File: src/rtl/wb_mem_arbiter.sv
// Two-master Wishbone arbiter in front of a single shared memory port.
// m0 is the instruction side and m1 is the data side. Ties are broken round-robin.
// Grant is held for the whole master cycle, including bursts.
// A per-grant watchdog aborts a strobe that the memory never answers.
module wb_mem_arbiter #(
    parameter int unsigned TIMEOUT = 64
) (
    input  logic        clk,
    input  logic        rst,

    input  logic        m0_cyc_i,
    input  logic        m0_stb_i,
    input  logic        m0_we_i,
    input  logic [31:0] m0_adr_i,
    input  logic [31:0] m0_dat_i,
    input  logic [3:0]  m0_sel_i,
    input  logic [2:0]  m0_cti_i,
    input  logic [1:0]  m0_bte_i,
    output logic [31:0] m0_dat_o,
    output logic        m0_ack_o,
    output logic        m0_err_o,
    output logic        m0_rty_o,

    input  logic        m1_cyc_i,
    input  logic        m1_stb_i,
    input  logic        m1_we_i,
    input  logic [31:0] m1_adr_i,
    input  logic [31:0] m1_dat_i,
    input  logic [3:0]  m1_sel_i,
    input  logic [2:0]  m1_cti_i,
    input  logic [1:0]  m1_bte_i,
    output logic [31:0] m1_dat_o,
    output logic        m1_ack_o,
    output logic        m1_err_o,
    output logic        m1_rty_o,

    output logic        wb_cyc_o,
    output logic        wb_stb_o,
    output logic        wb_we_o,
    output logic [31:0] wb_adr_o,
    output logic [31:0] wb_dat_o,
    output logic [3:0]  wb_sel_o,
    output logic [2:0]  wb_cti_o,
    output logic [1:0]  wb_bte_o,
    input  logic [31:0] wb_dat_i,
    input  logic        wb_ack_i,
    input  logic        wb_err_i,
    input  logic        wb_rty_i,

    output logic [1:0]  gnt_o
);

    localparam int unsigned WD_W = 8;

    typedef enum logic [1:0] {
        IDLE  = 2'd0,
        GNT0  = 2'd1,
        GNT1  = 2'd2,
        ABORT = 2'd3
    } state_t;

    state_t          r_state;
    state_t          w_state_nxt;
    logic            r_last_m1;     // 1: m1 was granted most recently
    logic [WD_W-1:0] r_wdog;
    logic [WD_W-1:0] w_wdog_nxt;
    logic [1:0]      r_gnt;
    logic            w_granted;
    logic            w_rsp;
    logic            w_wait;
    logic            w_wdog_hit;

    assign w_granted = (r_state == GNT0) || (r_state == GNT1);
    assign w_rsp     = wb_ack_i | wb_err_i | wb_rty_i;
    assign w_wait    = w_granted && wb_stb_o && !w_rsp;
    // The ABORT cycle itself is the TIMEOUT-th unanswered cycle, so the decision
    // is taken at the end of the (TIMEOUT-1)-th waiting cycle in the grant state.
    assign w_wdog_hit = w_wait && (r_wdog == WD_W'(TIMEOUT - 2));

    // State, round-robin pointer, watchdog and registered grant decode
    always_ff @(posedge clk) begin
        if (rst) begin
            r_state   <= IDLE;
            r_last_m1 <= 1'b1;
            r_wdog    <= '0;
            r_gnt     <= 2'b00;
        end else begin
            r_state <= w_state_nxt;
            r_wdog  <= w_wdog_nxt;
            r_gnt   <= {w_state_nxt == GNT1, w_state_nxt == GNT0};
            if (w_state_nxt == GNT0) begin
                r_last_m1 <= 1'b0;
            end else if (w_state_nxt == GNT1) begin
                r_last_m1 <= 1'b1;
            end
        end
    end

    // Next-state and watchdog update
    always_comb begin
        w_state_nxt = r_state;
        w_wdog_nxt  = '0;
        case (r_state)
            IDLE: begin
                if (m0_cyc_i && m1_cyc_i) begin
                    w_state_nxt = r_last_m1 ? GNT0 : GNT1;
                end else if (m0_cyc_i) begin
                    w_state_nxt = GNT0;
                end else if (m1_cyc_i) begin
                    w_state_nxt = GNT1;
                end
            end
            GNT0: begin
                if (!m0_cyc_i) begin
                    w_state_nxt = IDLE;
                end else if (w_wdog_hit) begin
                    w_state_nxt = ABORT;
                end else if (w_wait) begin
                    w_wdog_nxt = r_wdog + WD_W'(1);
                end
            end
            GNT1: begin
                if (!m1_cyc_i) begin
                    w_state_nxt = IDLE;
                end else if (w_wdog_hit) begin
                    w_state_nxt = ABORT;
                end else if (w_wait) begin
                    w_wdog_nxt = r_wdog + WD_W'(1);
                end
            end
            ABORT: begin
                w_state_nxt = IDLE;
            end
            default: begin
                w_state_nxt = IDLE;
            end
        endcase
    end

    // Request mux to memory and response demux to the granted master
    always_comb begin
        wb_cyc_o = 1'b0;
        wb_stb_o = 1'b0;
        wb_we_o  = 1'b0;
        wb_adr_o = '0;
        wb_dat_o = '0;
        wb_sel_o = '0;
        wb_cti_o = '0;
        wb_bte_o = '0;
        m0_dat_o = '0;
        m0_ack_o = 1'b0;
        m0_err_o = 1'b0;
        m0_rty_o = 1'b0;
        m1_dat_o = '0;
        m1_ack_o = 1'b0;
        m1_err_o = 1'b0;
        m1_rty_o = 1'b0;
        case (r_state)
            GNT0: begin
                wb_cyc_o = m0_cyc_i;
                wb_stb_o = m0_stb_i;
                wb_we_o  = m0_we_i;
                wb_adr_o = m0_adr_i;
                wb_dat_o = m0_dat_i;
                wb_sel_o = m0_sel_i;
                wb_cti_o = m0_cti_i;
                wb_bte_o = m0_bte_i;
                m0_dat_o = wb_dat_i;
                m0_ack_o = wb_ack_i;
                m0_err_o = wb_err_i;
                m0_rty_o = wb_rty_i;
            end
            GNT1: begin
                wb_cyc_o = m1_cyc_i;
                wb_stb_o = m1_stb_i;
                wb_we_o  = m1_we_i;
                wb_adr_o = m1_adr_i;
                wb_dat_o = m1_dat_i;
                wb_sel_o = m1_sel_i;
                wb_cti_o = m1_cti_i;
                wb_bte_o = m1_bte_i;
                m1_dat_o = wb_dat_i;
                m1_ack_o = wb_ack_i;
                m1_err_o = wb_err_i;
                m1_rty_o = wb_rty_i;
            end
            ABORT: begin
                // The pointer still names the master whose strobe timed out
                m0_err_o = !r_last_m1;
                m1_err_o = r_last_m1;
            end
            default: begin
            end
        endcase
    end

    assign gnt_o = r_gnt;

endmodule
File: config.mk
export PLATFORM = sky130hd
export DESIGN_NAME = wb_mem_arbiter
export DESIGN_NICKNAME = d
export VERILOG_FILES = /design/src/rtl/wb_mem_arbiter.sv
export SDC_FILE = /design/constraint.sdc
export NUM_CORES = 1
export LEC_CHECK = 0
export ABC_AREA = 1
export CAP_MARGIN = 20
export CORE_AREA = 10 10 121 123
export CTS_CLUSTER_SIZE = 25
export DETAILED_ROUTE_END_ITERATION = 8
export DIE_AREA = 0 0 131 133
export HOLD_SLACK_MARGIN = 0.03
export PLACE_DENSITY = 0.71
export SYNTH_ARGS = -nofsm -noshare
export SYNTH_HDL_FRONTEND = slang
export SYNTH_SLANG_ARGS = --single-unit
File: constraint.sdc
create_clock -name clk -period 2.3 [get_ports clk]
set_clock_uncertainty 0.05 [all_clocks]
set_input_delay 0.345 -clock clk [delete_from_list [all_inputs] [get_ports clk]]
set_output_delay 0.345 -clock clk [all_outputs]
set_load 0.05 [all_outputs]
==> results.json, run 1 <==
{
  "status": "finished clean",
  "cts_made_buffers": 3,
  "dp_cells": 978,
  "r2r_start": "r_state[0]$_SDFF_PP0_",
  "io_buffers": 336,
  "layout_setup_ws_ps": 123,
  "synthDistinctLibCells": 22,
  "period_minus_slack_ps": 2180,
  "ys_seq_area_share_pct": 10.9,
  "initial_core_util_pct": 19.2,
  "grt_setup_unrepaired": "no",
  "core_um2": 12400,
  "final_nets": 1010,
  "clkTransAtPathRegs_ps": 50,
  "drt_wl_total_um": 16800,
  "grt_start_max_net_pins": 68,
  "rows": 41,
  "r2r_cells": 14,
  "avgSynthCellArea_um2": 4.81,
  "cp_data_arrival_time_ps": 1780,
  "dp_hpwl_um": 14100,
  "via_count": 4100,
  "first_pass_iters": 5,
  "ios": 337,
  "final_antenna_net_count": 0,
  "netlist_instances": 494,
  "hold_violations": 0,
  "dieArea_um2": 17400,
  "antenna_cells": 0,
  "clock_latency_ps": 240,
  "max_stage_delay_ps": 410,
  "hold_buffers": 0,
  "synth_warnings": 0,
  "yosysTopAreaCellShare_pct": 36.9,
  "crit_type": "register to output pin",
  "cap_viol_max_count": 0,
  "cts_tree": "done",
  "max_freq_mhz": 459,
  "hold_end": "r_wdog[0]$_SDFF_PP0_",
  "drt-vias-per-instance": 4.17,
  "cp_max_fo": 55,
  "ys.flop_type": "dfxtp_1",
  "cts.htree.levels": 1,
  "synth_edf_count": 0,
  "drcViolationCount": 0,
  "yosys-top-cells-count": "234 x nand2_1, 84 x inv_1, 77 x a21oi_1",
  "cpMostUsedCell": "inv_2",
  "cp_slowest_cell": "dfxtp_1",
  "startpoint_type": "register",
  "cts_sinks": 13,
  "postSynth.asyncResetShare_pct": 0,
  "antenna_found_initial": 0,
  "fin_util_pct": 53.6,
  "synth_top_area_cell": "nand2_1",
  "max_slew_margin_pct": 66.1,
  "worstMarginPinSlew_ps": 507,
  "drive_gt1_share_pct": 22.4,
  "netlist_area_um2": 2380,
  "fin_cells": 983,
  "timing.final.crit_share_pct": 94.7,
  "synth_nets": 692,
  "drv_slew": 0,
  "path_buf_inv": 4,
  "rrSetupSlack_ps": 230,
  "areaGrowthSynthToFinish_pct": 178,
  "grt_pass1_wl_um": 23700,
  "synth_area_leaders": "nand2_1 37%, a21oi_1 16%, inv_1 13%",
  "grt-ovfl-total": 0,
  "power.leakage_uw": 0.00312,
  "end_kind": "output pin",
  "setup_viol": 0,
  "groute.usage.overall_pct": 17.4,
  "drt_iter0_markers": 227,
  "grt_pass1_vias": 3862,
  "hp-class": "register to register",
  "place_congestion": 0.857,
  "yosys_register_bits": 13,
  "worstHoldStart": "r_wdog[0]$_SDFF_PP0_",
  "post-place-ws_ps": 46.4,
  "r2r_end": "r_last_m1$_SDFFE_PP1P_",
  "synth.most_common_cell": "nand2_1",
  "cp-startpoint": "r_state[0]$_SDFF_PP0_",
  "power_density_nw_per_um2": 347,
  "drt-wirelength-per-cell_um": 17.1,
  "cts_post_setup_buffers_inserted": 0,
  "hold_depth": 1,
  "die_w_um": 131,
  "cpLargestDelayFamily": "buffers and inverters",
  "die_h_um": 133,
  "timing.setup.tns_ps": 0,
  "ir_drop_mv": 0.265,
  "cts-root-buf": "clkbuf_16",
  "critical_path_required_ps": 1900,
  "cts_buffer_depth": 2,
  "path_cells": "inv_2 -> ha_4 -> inv_2 -> buf_12 -> a21oi_1 -> buf_4"
}
==> cells by family after synthesis <==
logic type / count (synthesis) / share of synthesized area, %
buffers and inverters: 118 / 19.5
flip-flops: 13 / 10.9
AO/OA/AOI/OAI: 83 / 17.7
XOR/XNOR: 6 / 2.21
adder cells (fa/ha/maj): 9 / 4.73
AND/OR/NAND/NOR: 265 / 45.0
==> where the power goes <==
group          total [µW]  internal [µW]  switching [µW]
clock network         325            231            94.5
registers             245            237            8.65
logic                1730            762             969
==> area by class of cell <==
cell class | instances | area [µm²]
Clock buffer | 3 | 75.1
Inverter | 86 | 323
Fill cell | 1184 | 5740
Clock inverter | 1 | 5.00
Tap cell | 172 | 215
Sequential cell | 13 | 260
Timing Repair Buffer | 345 | 4050
Multi-Input combinational cell | 363 | 1700
==> per-stage QoR <==
stage	cell area (µm²)	power [µW]	hold slack (ps)
floorplan	2380	1070	364
global placement	6490	1960	387
detailed placement	6490	1970	396
CTS	6590	2310	407
global route	6620	2430	427
finish	6620	2300	404
==> state kept, by name, indices dropped and copies added, names as in the netlist <==
register	flops
r_wdog	8
r_state	2
gnt_o	2
r_last_m1	1
==> how the worst max path moves through the flow <==
| stage | endpoint | slack (ps) | cells after the start |
|---|---|---|---|
| after floorplan | wb_adr_o[11] | -30 | 6 |
| after global placement | r_last_m1$_SDFFE_PP1P_ | 80 | 12 |
| after detailed placement | r_last_m1$_SDFFE_PP1P_ | 50 | 12 |
| after CTS | wb_dat_o[27] | 40 | 6 |
| after global routing | wb_we_o | 20 | 6 |
| final | wb_adr_o[27] | 120 | 6 |
==> metal layers <==
| layer | vias to the layer above | share of wire [%] | wire, µm | track usage [%] |
|---|---|---|---|---|
| li1 | 2101 | - | - | - |
| met1 | 1825 | 36 | 6010 | 18.3 |
| met2 | 169 | 53 | 8880 | 32.8 |
| met3 | 5 | 11 | 1870 | 6.71 |
| met5 | - | 0 | 0 | 0 |
| met4 | 0 | 0.17 | 29 | 0.742 |
==> timing repair <==
item / CTS / global route
resized for setup: 3 / 3
endpoints found under the hold margin: 0 / 0
cloned: 0 / 1
setup endpoints to repair: 2 / 24
==> cell usage in the layout (no fill, tap or decap) <==
master / netlist / layout
o22ai_1: 1 / 1
nand2_1: 234 / 234
a21oi_1: 77 / 76
clkinv_2: 0 / 1
inv_1: 84 / 83
xnor2_1: 3 / 3
nor2_8: 1 / 1
a21oi_2: 0 / 1
buf_12: 0 / 75
nand2_4: 1 / 1
buf_6: 0 / 2
xor2_1: 3 / 3
o21ai_0: 4 / 4
nand3_1: 6 / 6
ha_1: 9 / 6
nand3_4: 1 / 1
buf_4: 1 / 76
inv_2: 2 / 3
ha_4: 0 / 3
nand2_2: 3 / 3
clkdlybuf4s50_1: 0 / 190
o21ai_2: 1 / 1
dfxtp_1: 13 / 13
buf_16: 0 / 1
nor2_1: 10 / 10
nor2_2: 9 / 9
clkbuf_16: 0 / 4
Note: power is estimated with default switching activity, not from simulation.
==> run 2, diff against run 1 <==
--- a/config.mk
+++ b/config.mk
@@ -13,6 +13,7 @@
 export DIE_AREA = 0 0 131 133
 export HOLD_SLACK_MARGIN = 0.03
 export PLACE_DENSITY = 0.71
+export SLEW_MARGIN = 20
 export SYNTH_ARGS = -nofsm -noshare
 export SYNTH_HDL_FRONTEND = slang
 export SYNTH_SLANG_ARGS = --single-unit
==> results of run 2 <==
No change in the layout: final DEF, timing and power equal those of run 1.
